## src/rtl/debug_clk_ctrl_pkg.sv

```systemverilog
// Shared command codes, response bytes and FSM encodings for the debug clock command front-end.
// No logic; constants only.
package debug_clk_ctrl_pkg;

    localparam logic [7:0] CMD_DIV  = 8'h44;  // 'D'
    localparam logic [7:0] CMD_MODE = 8'h4D;  // 'M'
    localparam logic [7:0] CMD_STEP = 8'h53;  // 'S'
    localparam logic [7:0] CMD_STAT = 8'h3F;  // '?'
    localparam logic [7:0] ACK      = 8'h06;
    localparam logic [7:0] NAK      = 8'h15;

    typedef enum logic [2:0] {
        ST_IDLE,
        ST_ARG,
        ST_EXEC,
        ST_STEP,
        ST_RESP
    } state_t;

    typedef enum logic [1:0] {
        PG_IDLE,
        PG_HI,
        PG_LO
    } pg_state_t;

endpackage

```

## src/rtl/debug_clk_ctrl_step_pulse_gen.sv

```systemverilog
// Emits N pulses, PULSE_CYCLES high then PULSE_CYCLES low each; first pulse rises the cycle after start.
// done strobes during the last low cycle; no backpressure, start is ignored while running.
module step_pulse_gen
    import debug_clk_ctrl_pkg::*;
#(
    parameter int PULSE_CYCLES = 4
) (
    input  logic       clk,
    input  logic       reset,
    input  logic       start,
    input  logic [7:0] count,
    output logic       pulse,
    output logic       done
);

    localparam int CW = $clog2(PULSE_CYCLES + 1);

    pg_state_t      phase, phase_nxt;
    logic [CW-1:0]  cnt;
    logic [7:0]     left;
    logic           cnt_last;

    assign cnt_last = (cnt == CW'(PULSE_CYCLES - 1));

    always_comb begin
        phase_nxt = phase;
        done      = 1'b0;
        case (phase)
            PG_IDLE: if (start && count != 8'd0) phase_nxt = PG_HI;
            PG_HI:   if (cnt_last) phase_nxt = PG_LO;
            PG_LO: begin
                if (cnt_last) begin
                    if (left == 8'd1) begin
                        done      = 1'b1;
                        phase_nxt = PG_IDLE;
                    end else begin
                        phase_nxt = PG_HI;
                    end
                end
            end
            default: phase_nxt = PG_IDLE;
        endcase
    end

    // pulse is its own flop so the divider never sees a decode glitch
    always_ff @(posedge clk) begin
        if (reset) begin
            phase <= PG_IDLE;
            cnt   <= '0;
            left  <= 8'd0;
            pulse <= 1'b0;
        end else begin
            phase <= phase_nxt;
            pulse <= (phase_nxt == PG_HI);
            if (phase_nxt != phase || phase == PG_IDLE)
                cnt <= '0;
            else
                cnt <= cnt + 1'b1;
            if (phase == PG_IDLE && start)
                left <= count;
            else if (phase == PG_LO && cnt_last)
                left <= left - 8'd1;
        end
    end

endmodule

```

## src/rtl/debug_clk_ctrl.sv

```systemverilog
// UART command parser driving the debug clock divider; registers commit 1 cycle after the last arg byte.
// RX has no backpressure (bytes outside IDLE/ARG are dropped); the reply byte is held until tx_ready.
module debug_clk_ctrl
    import debug_clk_ctrl_pkg::*;
#(
    parameter int          COUNTER_BITS    = 32,
    parameter logic [31:0] DEFAULT_DIVIDER = 32'd100,
    parameter int          PULSE_CYCLES    = 4,
    parameter int          TIMEOUT_CYCLES  = 1_000_000
) (
    input  logic                    clk,
    input  logic                    reset,
    input  logic [7:0]              rx_data,
    input  logic                    rx_valid,
    output logic [7:0]              tx_data,
    output logic                    tx_valid,
    input  logic                    tx_ready,
    output logic                    option,
    output logic                    out_enable,
    output logic [COUNTER_BITS-1:0] divider,
    output logic                    pulse,
    output logic                    busy
);

    localparam int NB = COUNTER_BITS / 8;
    localparam int TW = $clog2(TIMEOUT_CYCLES + 1);

    state_t                  state, state_nxt;
    logic [7:0]              cmd;
    logic [COUNTER_BITS-1:0] arg;
    logic [1:0]              arg_idx, arg_need;
    logic [TW-1:0]           tmo_cnt;
    logic                    arg_last, tmo_hit;
    logic                    step_start, step_done;

    assign arg_last = rx_valid && (arg_idx == arg_need);
    assign tmo_hit  = !rx_valid && (tmo_cnt == TW'(TIMEOUT_CYCLES - 1));
    assign tx_valid = (state == ST_RESP);
    assign busy     = (state != ST_IDLE);

    always_ff @(posedge clk) begin
        if (reset) state <= ST_IDLE;
        else       state <= state_nxt;
    end

    always_comb begin
        state_nxt  = state;
        step_start = 1'b0;
        case (state)
            ST_IDLE: begin
                if (rx_valid) begin
                    if (rx_data == CMD_DIV || rx_data == CMD_MODE || rx_data == CMD_STEP)
                        state_nxt = ST_ARG;
                    else
                        state_nxt = ST_RESP;
                end
            end
            ST_ARG: begin
                if (arg_last)     state_nxt = ST_EXEC;
                else if (tmo_hit) state_nxt = ST_RESP;
            end
            ST_EXEC: begin
                if (cmd == CMD_STEP && arg[7:0] != 8'd0) begin
                    step_start = 1'b1;
                    state_nxt  = ST_STEP;
                end else begin
                    state_nxt = ST_RESP;
                end
            end
            ST_STEP: if (step_done) state_nxt = ST_RESP;
            ST_RESP: if (tx_ready) state_nxt = ST_IDLE;
            default: state_nxt = ST_IDLE;
        endcase
    end

    always_ff @(posedge clk) begin
        if (reset) begin
            cmd        <= 8'd0;
            arg        <= '0;
            arg_idx    <= 2'd0;
            arg_need   <= 2'd0;
            tmo_cnt    <= '0;
            tx_data    <= 8'd0;
            option     <= 1'b0;
            out_enable <= 1'b0;
            divider    <= DEFAULT_DIVIDER[COUNTER_BITS-1:0];
        end else begin
            case (state)
                ST_IDLE: begin
                    if (rx_valid) begin
                        cmd      <= rx_data;
                        arg      <= '0;
                        arg_idx  <= 2'd0;
                        arg_need <= (rx_data == CMD_DIV) ? 2'(NB - 1) : 2'd0;
                        tmo_cnt  <= '0;
                        if (rx_data == CMD_STAT)
                            tx_data <= {6'b0, out_enable, option};
                        else
                            tx_data <= NAK;
                    end
                end
                ST_ARG: begin
                    if (rx_valid) begin
                        arg[8*arg_idx +: 8] <= rx_data;
                        arg_idx             <= arg_idx + 2'd1;
                        tmo_cnt             <= '0;
                    end else begin
                        tmo_cnt <= tmo_cnt + 1'b1;
                    end
                end
                ST_EXEC: begin
                    // every argument lands on this single edge so the divider never sees a half-written value
                    tx_data <= ACK;
                    if (cmd == CMD_DIV)
                        divider <= (arg < COUNTER_BITS'(2)) ? COUNTER_BITS'(2) : arg;
                    if (cmd == CMD_MODE) begin
                        option     <= arg[0];
                        out_enable <= arg[1];
                    end
                end
                default: ;
            endcase
        end
    end

    step_pulse_gen #(
        .PULSE_CYCLES (PULSE_CYCLES)
    ) u_step (
        .clk   (clk),
        .reset (reset),
        .start (step_start),
        .count (arg[7:0]),
        .pulse (pulse),
        .done  (step_done)
    );

endmodule

```

## config.mk

```make
export PLATFORM = sky130hd
export DESIGN_NAME = debug_clk_ctrl
export DESIGN_NICKNAME = d
export VERILOG_FILES = /design/src/rtl/debug_clk_ctrl_pkg.sv /design/src/rtl/debug_clk_ctrl_step_pulse_gen.sv /design/src/rtl/debug_clk_ctrl.sv
export SDC_FILE = /design/constraint.sdc
export NUM_CORES = 1
export LEC_CHECK = 0
export ABC_AREA = 0
export CAP_MARGIN = 20
export CORE_MARGIN = 2
export CORE_UTILIZATION = 58
export CTS_BUF_LIST = sky130_fd_sc_hd__clkbuf_8
export DETAILED_ROUTE_END_ITERATION = 8
export PLACE_DENSITY = 0.87
export SYNTH_ARGS = -nofsm -noshare
export SYNTH_HDL_FRONTEND = slang
export SYNTH_SLANG_ARGS = --single-unit
export TNS_END_PERCENT = 5
```

## constraint.sdc

```tcl
create_clock -name clk -period 2.5 [get_ports clk]
set_clock_uncertainty 0.1 [all_clocks]
set_input_delay 0.375 -clock clk [delete_from_list [all_inputs] [get_ports clk]]
set_output_delay 0.375 -clock clk [all_outputs]
set_load 0.005 [all_outputs]
```

== Word level (Yosys, flattened, before mapping) ==
Index checks and enable logic that the tools add are counted.
Storage, ports and cells
  input port bits: 12
  logic and storage cells: 106
  register bits after elaboration: 123
Cells by class
  add/sub/neg operators: 5
  magnitude comparators: 1
  shift operators: 2
  muxes and demuxes: 35
  equality and inequality tests: 24
  reductions and logical operators: 25
Operators with widths (number)
  2-to-1 mux 32 bit: 3
  case mux 32 bit (2 select lines): 1
  equality test 8 x 7 -> 1 bit, second input constant: 6
  2-to-1 mux 20 bit: 2
  case mux 20 bit (2 select lines): 1
  negator 5 -> 34 bit: 1
  variable shift 8 x 34 -> 32 bit, first input constant: 1
  variable part select 8 x 34 -> 32 bit: 1
  bitwise mux 32 bit: 1
  less-than comparator 32 x 2 -> 1 bit, second input constant: 1
  2-to-1 mux 8 bit: 3
  2-to-1 mux 3 bit: 7
  adder 20 x 1 -> 20 bit, second input constant: 1
  equality test 20 bit, second input constant: 1
  case mux 8 bit (2 select lines): 1
  case mux 3 bit (5 select lines): 1
  2-to-1 mux 2 bit: 6
  AND reduction 2 bit: 5
  equality test 3 x 2 -> 1 bit, second input constant: 3
  equality test 8 x 1 -> 1 bit, second input constant: 1
  equality test 8 x 6 -> 1 bit, second input constant: 1
  nonzero test 8 bit: 1
  subtractor 8 x 1 -> 8 bit, second input constant: 1
  logical AND 1 bit: 6
  other kinds (24): 36

== Longest topological paths before layout ==
  depth in word-level cells: 10
  gate-level depth with buffers: 8
  mapped depth without buffers: 7

== Modules after synthesis ==
From an unflattened synthesis, not the netlist that was laid out.
Second synthesis, totals
  cells, all modules: 630
  area, all modules: 5248.8 um^2
Modules (own cells, without submodules)
  debug_clk_ctrl: seq. area each 2082.0 um^2, area each 4459.3 um^2, instances 1, cells each 536
  step_pulse_gen: seq. area each 280.3 um^2, area each 789.5 um^2, instances 1, cells each 94

== Worst setup path after synthesis ==
OpenSTA, ideal clock, no wires.
  kind: register -> register
  start: register u_step.cnt[0]
  end: register u_step.left[7]
  path buffers: 1
  data required time: 2.309 ns
  data arrival time: 1.726 ns
  stages on the path, launching flop included: 8
  slack: 0.583 ns
  path through: dfxtp_1 > ha_1 > ha_1 > and3b_1 > buf_2 > nand4_1 > or4_1 > a311oi_1
Between the ends
  longest elaborated chain between the ends: 3
RTL lines
  from (decl): RTL line debug_clk_ctrl_step_pulse_gen.sv:19  | logic [CW-1:0] cnt;
  from (signal assigned): RTL line debug_clk_ctrl_step_pulse_gen.sv:58  | cnt <= cnt + 1'b1;
  equality test 3 x 2 -> 1 bit: RTL line debug_clk_ctrl_step_pulse_gen.sv:23  | assign cnt_last = (cnt == CW'(PULSE_CYCLES - 1));
  logical AND 1 bit: RTL line debug_clk_ctrl_step_pulse_gen.sv:61  | else if (phase == PG_LO && cnt_last)
  nonzero test 2 bit (no line)
  to (signal assigned): RTL line debug_clk_ctrl_step_pulse_gen.sv:60  | left <= count;
  to (signal assigned): RTL line debug_clk_ctrl_step_pulse_gen.sv:62  | left <= left - 8'd1;
  to (decl): RTL line debug_clk_ctrl_step_pulse_gen.sv:20  | logic [7:0] left;
No other way between the ends.
A chain may end at the register's enable or synchronous reset.

== Final worst setup path ==
  start: register state[2]
  end: output port tx_valid
Between the ends
  longest elaborated chain between the ends: 1
RTL lines
  from (decl): RTL line debug_clk_ctrl.sv:28  | state_t state, state_nxt;
  from (signal assigned): RTL line debug_clk_ctrl.sv:43  | else state <= state_nxt;
  equality test 3 bit: RTL line debug_clk_ctrl.sv:38  | assign tx_valid = (state == ST_RESP);
  to (decl): RTL line debug_clk_ctrl.sv:16  | output logic tx_valid,
No other way between the ends.

==> impl_metrics.py <==
metrics = {
    "sta": {
        "fin_tns_setup_ns": 0,
        "slew_viol_final": 0,
        "layout_worst_path_cycle_share_pct": 98.24,
        "post-route-min-period_ns": 2.456,
        "grt_setup_unrepaired": "no",
        "fmaxAchievable_mhz": 407.2,
        "final_critical_path_setup_slack_ns": 0.04407,
        "max-slew-margin-rel_pct": 49.22,
        "worst_pin_slew_ns": 0.7617,
        "finalSetupViolCount": 0,
        "hold_violations": 0,
    },
    "cts": {
        "cts.clk_slew.worst_paths_ns": 0.07,
        "worst_skew_pair.late_latency_ns": 0.43,
        "cts_tree": "yes",
        "ctsRootBufferMaster": "clkbuf_8",
        "cts_sinks": 118,
        "postCtsResizedCells": 0,
        "cts_h_tree_lvls": 4,
        "cts-hold-fix-buffers": 0,
        "cts_buffer_depth": 2,
        "cts_inserted_buffers": 17,
        "cts.repair_timing.setup_buffer_count": 0,
    },
    "synthesis": {
        "ys_ff_latch": 118,
        "synth_top_area_cell": "dfxtp_1",
        "synth_top_area_share_pct": 45.68,
        "post_synth_instance_area_um2": 5171,
        "syn-mean-instance-area_um2": 8.436,
        "ys_top_cells_by_area": "dfxtp_1 (46%), nand2_1 (7.4%), a21oi_1 (6.1%)",
        "synth_edf_count": 0,
        "ys_seq_area_share_pct": 45.68,
        "postSynthCellCount": 613,
        "ys_types": 63,
        "asyncSetResetFlopFracSynth_pct": 0,
        "dominant_register_cell_in_the_synthesized_netlist": "dfxtp_1",
        "ys_warn_count": 0,
    },
    "final_layout": {
        "num-nets-final": 691,
        "layout-area-overhead-vs-synth_pct": 20.28,
        "layout.cells.non_filler": 789,
        "layout.cells.most_common_list": "dfxtp_1 (118), nand2_1 (102), nor2_1 (66)",
        "fillerInstances": 636,
        "final_layout_size_suffix_gt1_share_pct": 10.57,
        "antennaDiodeCount": 0,
        "postLayoutCoreUtil_pct": 71.67,
        "layout.cells.most_common": "dfxtp_1",
    },
    "floorplanning": {
        "fp.dieArea_um2": 9687,
        "number_of_placement_rows": 34,
        "die_height_um": 98.43,
        "width_of_the_chip_um": 98.43,
        "start_util_pct": 59.59,
        "core_area_um2": 8678,
        "num_io_pins": 57,
    },
    "setup_path": {
        "timing.critical_path.from_type": "register",
        "critPathLaunch": "state[2]",
        "timing.rr.start": "state[0]",
        "cp_data_required_time_ns": 2.03,
        "critPathCaptureType": "primary output",
        "critical_path_arrival_ns": 1.98,
        "critical_path_peak_fanout": 12,
        "critPathKind": "reg2out",
    },
    "placed_design": {
        "buffer_ports.inserted": 52,
        "routabilityCongestion": 0.8853,
        "dp_hpwl_mm": 9.220,
        "placed_cells": 759,
        "pre_cts_slack_ns": 0.1492,
    },
    "route": {
        "detail_route.first_pass.iterations": 5,
        "dr.first_iter.drc_count": 474,
        "avgRoutedWirePerCell_um": 17.23,
        "vias": 4878,
        "antenna_left": 0,
        "post-route-drc-count": 0,
        "vias_per_cell": 6.183,
        "postRouteWirelength_mm": 13.60,
    },
    "grt": {
        "grt_pass1_wl_mm": 22.75,
        "grt_use_met3_pct": 7.589,
        "overflow": 0,
        "grt-busiest-layer": "met2",
        "global_route.usage.met1_pct": 36.84,
        "first_global_vias": 4725,
        "grt_max_degree": 43,
        "gr_met2_demand_resource_pct": 46.36,
        "total_track_usage_pct": 28.97,
        "initial_antenna_violation_count": 0,
    },
    "status": {
        "result_of_the_run": "complete, no violations",
    },
    "min_path": {
        "hp-class": "in2reg",
        "hold_path_startpoint": "reset",
    },
    "power": {
        "vdd.ir_drop.worst_mv": 0.4779,
        "finalPower_mw": 3.968,
        "areal_power_density_over_the_cells_nw_per_um2": 638.0,
        "power.static_leakage_nw": 2.154,
    },
    "run": {
        "max_cap_viol_count": 0,
    },
}
-- per-stage QoR --
| stage | hold slack, ns | instance area [um2] |
|---|---|---|
| after floorplan | 0.2990 | 5182 |
| after global placement | 0.3070 | 5818 |
| after detailed placement | 0.3162 | 5818 |
| after CTS | 0.2402 | 6220 |
| after global routing | 0.2533 | 6220 |
| final | 0.2558 | 6220 |
-- per-layer routing --
layer	vias to the layer above	share of wire (%)	routed length [um]
met4	0	3.7	497
met1	2268	40	5383
met5	-	0	0
li1	2308	-	-
met3	57	8.5	1151
met2	245	48	6563
-- final timing paths --
check                                endpoint  slack (ns)  cells after the start
worst max-delay path                 tx_valid        0.04                      2
worst min-delay path                  arg[25]        0.26                      2
worst max register to register     tmo_cnt[4]        0.38                      4
worst min register to register  u_step.cnt[0]        0.33                      1
-- area by class of cell --
| type | count | area (um2) | share of cell area (%) |
|---|---|---|---|
| Tap cell | 108 | 135.1 | 2.173 |
| Clock inverter | 12 | 153.9 | 2.474 |
| Multi-Input combinational cell | 449 | 2600 | 41.80 |
| Clock buffer | 18 | 247.7 | 3.983 |
| Timing Repair Buffer | 74 | 683.2 | 10.98 |
| Sequential cell | 118 | 2362 | 37.98 |
| Inverter | 10 | 37.54 | 0.6035 |
-- kinds of logic after synthesis --
group / synth area share, %
AND/OR/NAND/NOR: 27.34
AO/OA/AOI/OAI: 18.78
flip-flops: 45.68
buffers and inverters: 4.355
adder cells (fa/ha/maj): 2.178
XOR/XNOR: 1.016
multiplexers: 0.5807
other: 0.07252
-- synth_stat cells (9+ instances only) --
master    count
a21oi_1      63
nor3_1       20
nor4_1        9
dfxtp_1     118
nand2_1     102
inv_1        10
nand4_1      11
nand3_1      14
ha_1          9
clkbuf_1     20
buf_2        12
o21ai_0       9
a22oi_1      34
nor2_1       66
-- registers in the layout, indices dropped and copies added (netlist names), 2 cells and up --
name          count
arg              32
divider          32
tmo_cnt          20
cmd               8
u_step.left       8
tx_data           4
state             3
u_step.cnt        3
arg_idx           2
u_step.phase      2
-- worst max-delay path, cell delays in order (launching register included) --
cell and delay [ns]:
dfxtp_1 0.67, nor3b_1 0.33, clkdlybuf4s50_1 0.55
-- report_power, final --
group / switching [mW] / total (mW) / leakage, nW / internal, mW
logic: 0.163 / 0.264 / 1.00 / 0.100
clock network: 0.775 / 1.78 / 0.197 / 1.00
registers: 0.0283 / 1.93 / 0.952 / 1.90
total: 0.967 / 3.97 / 2.15 / 3.00
(Power assumes the default switching activity.)
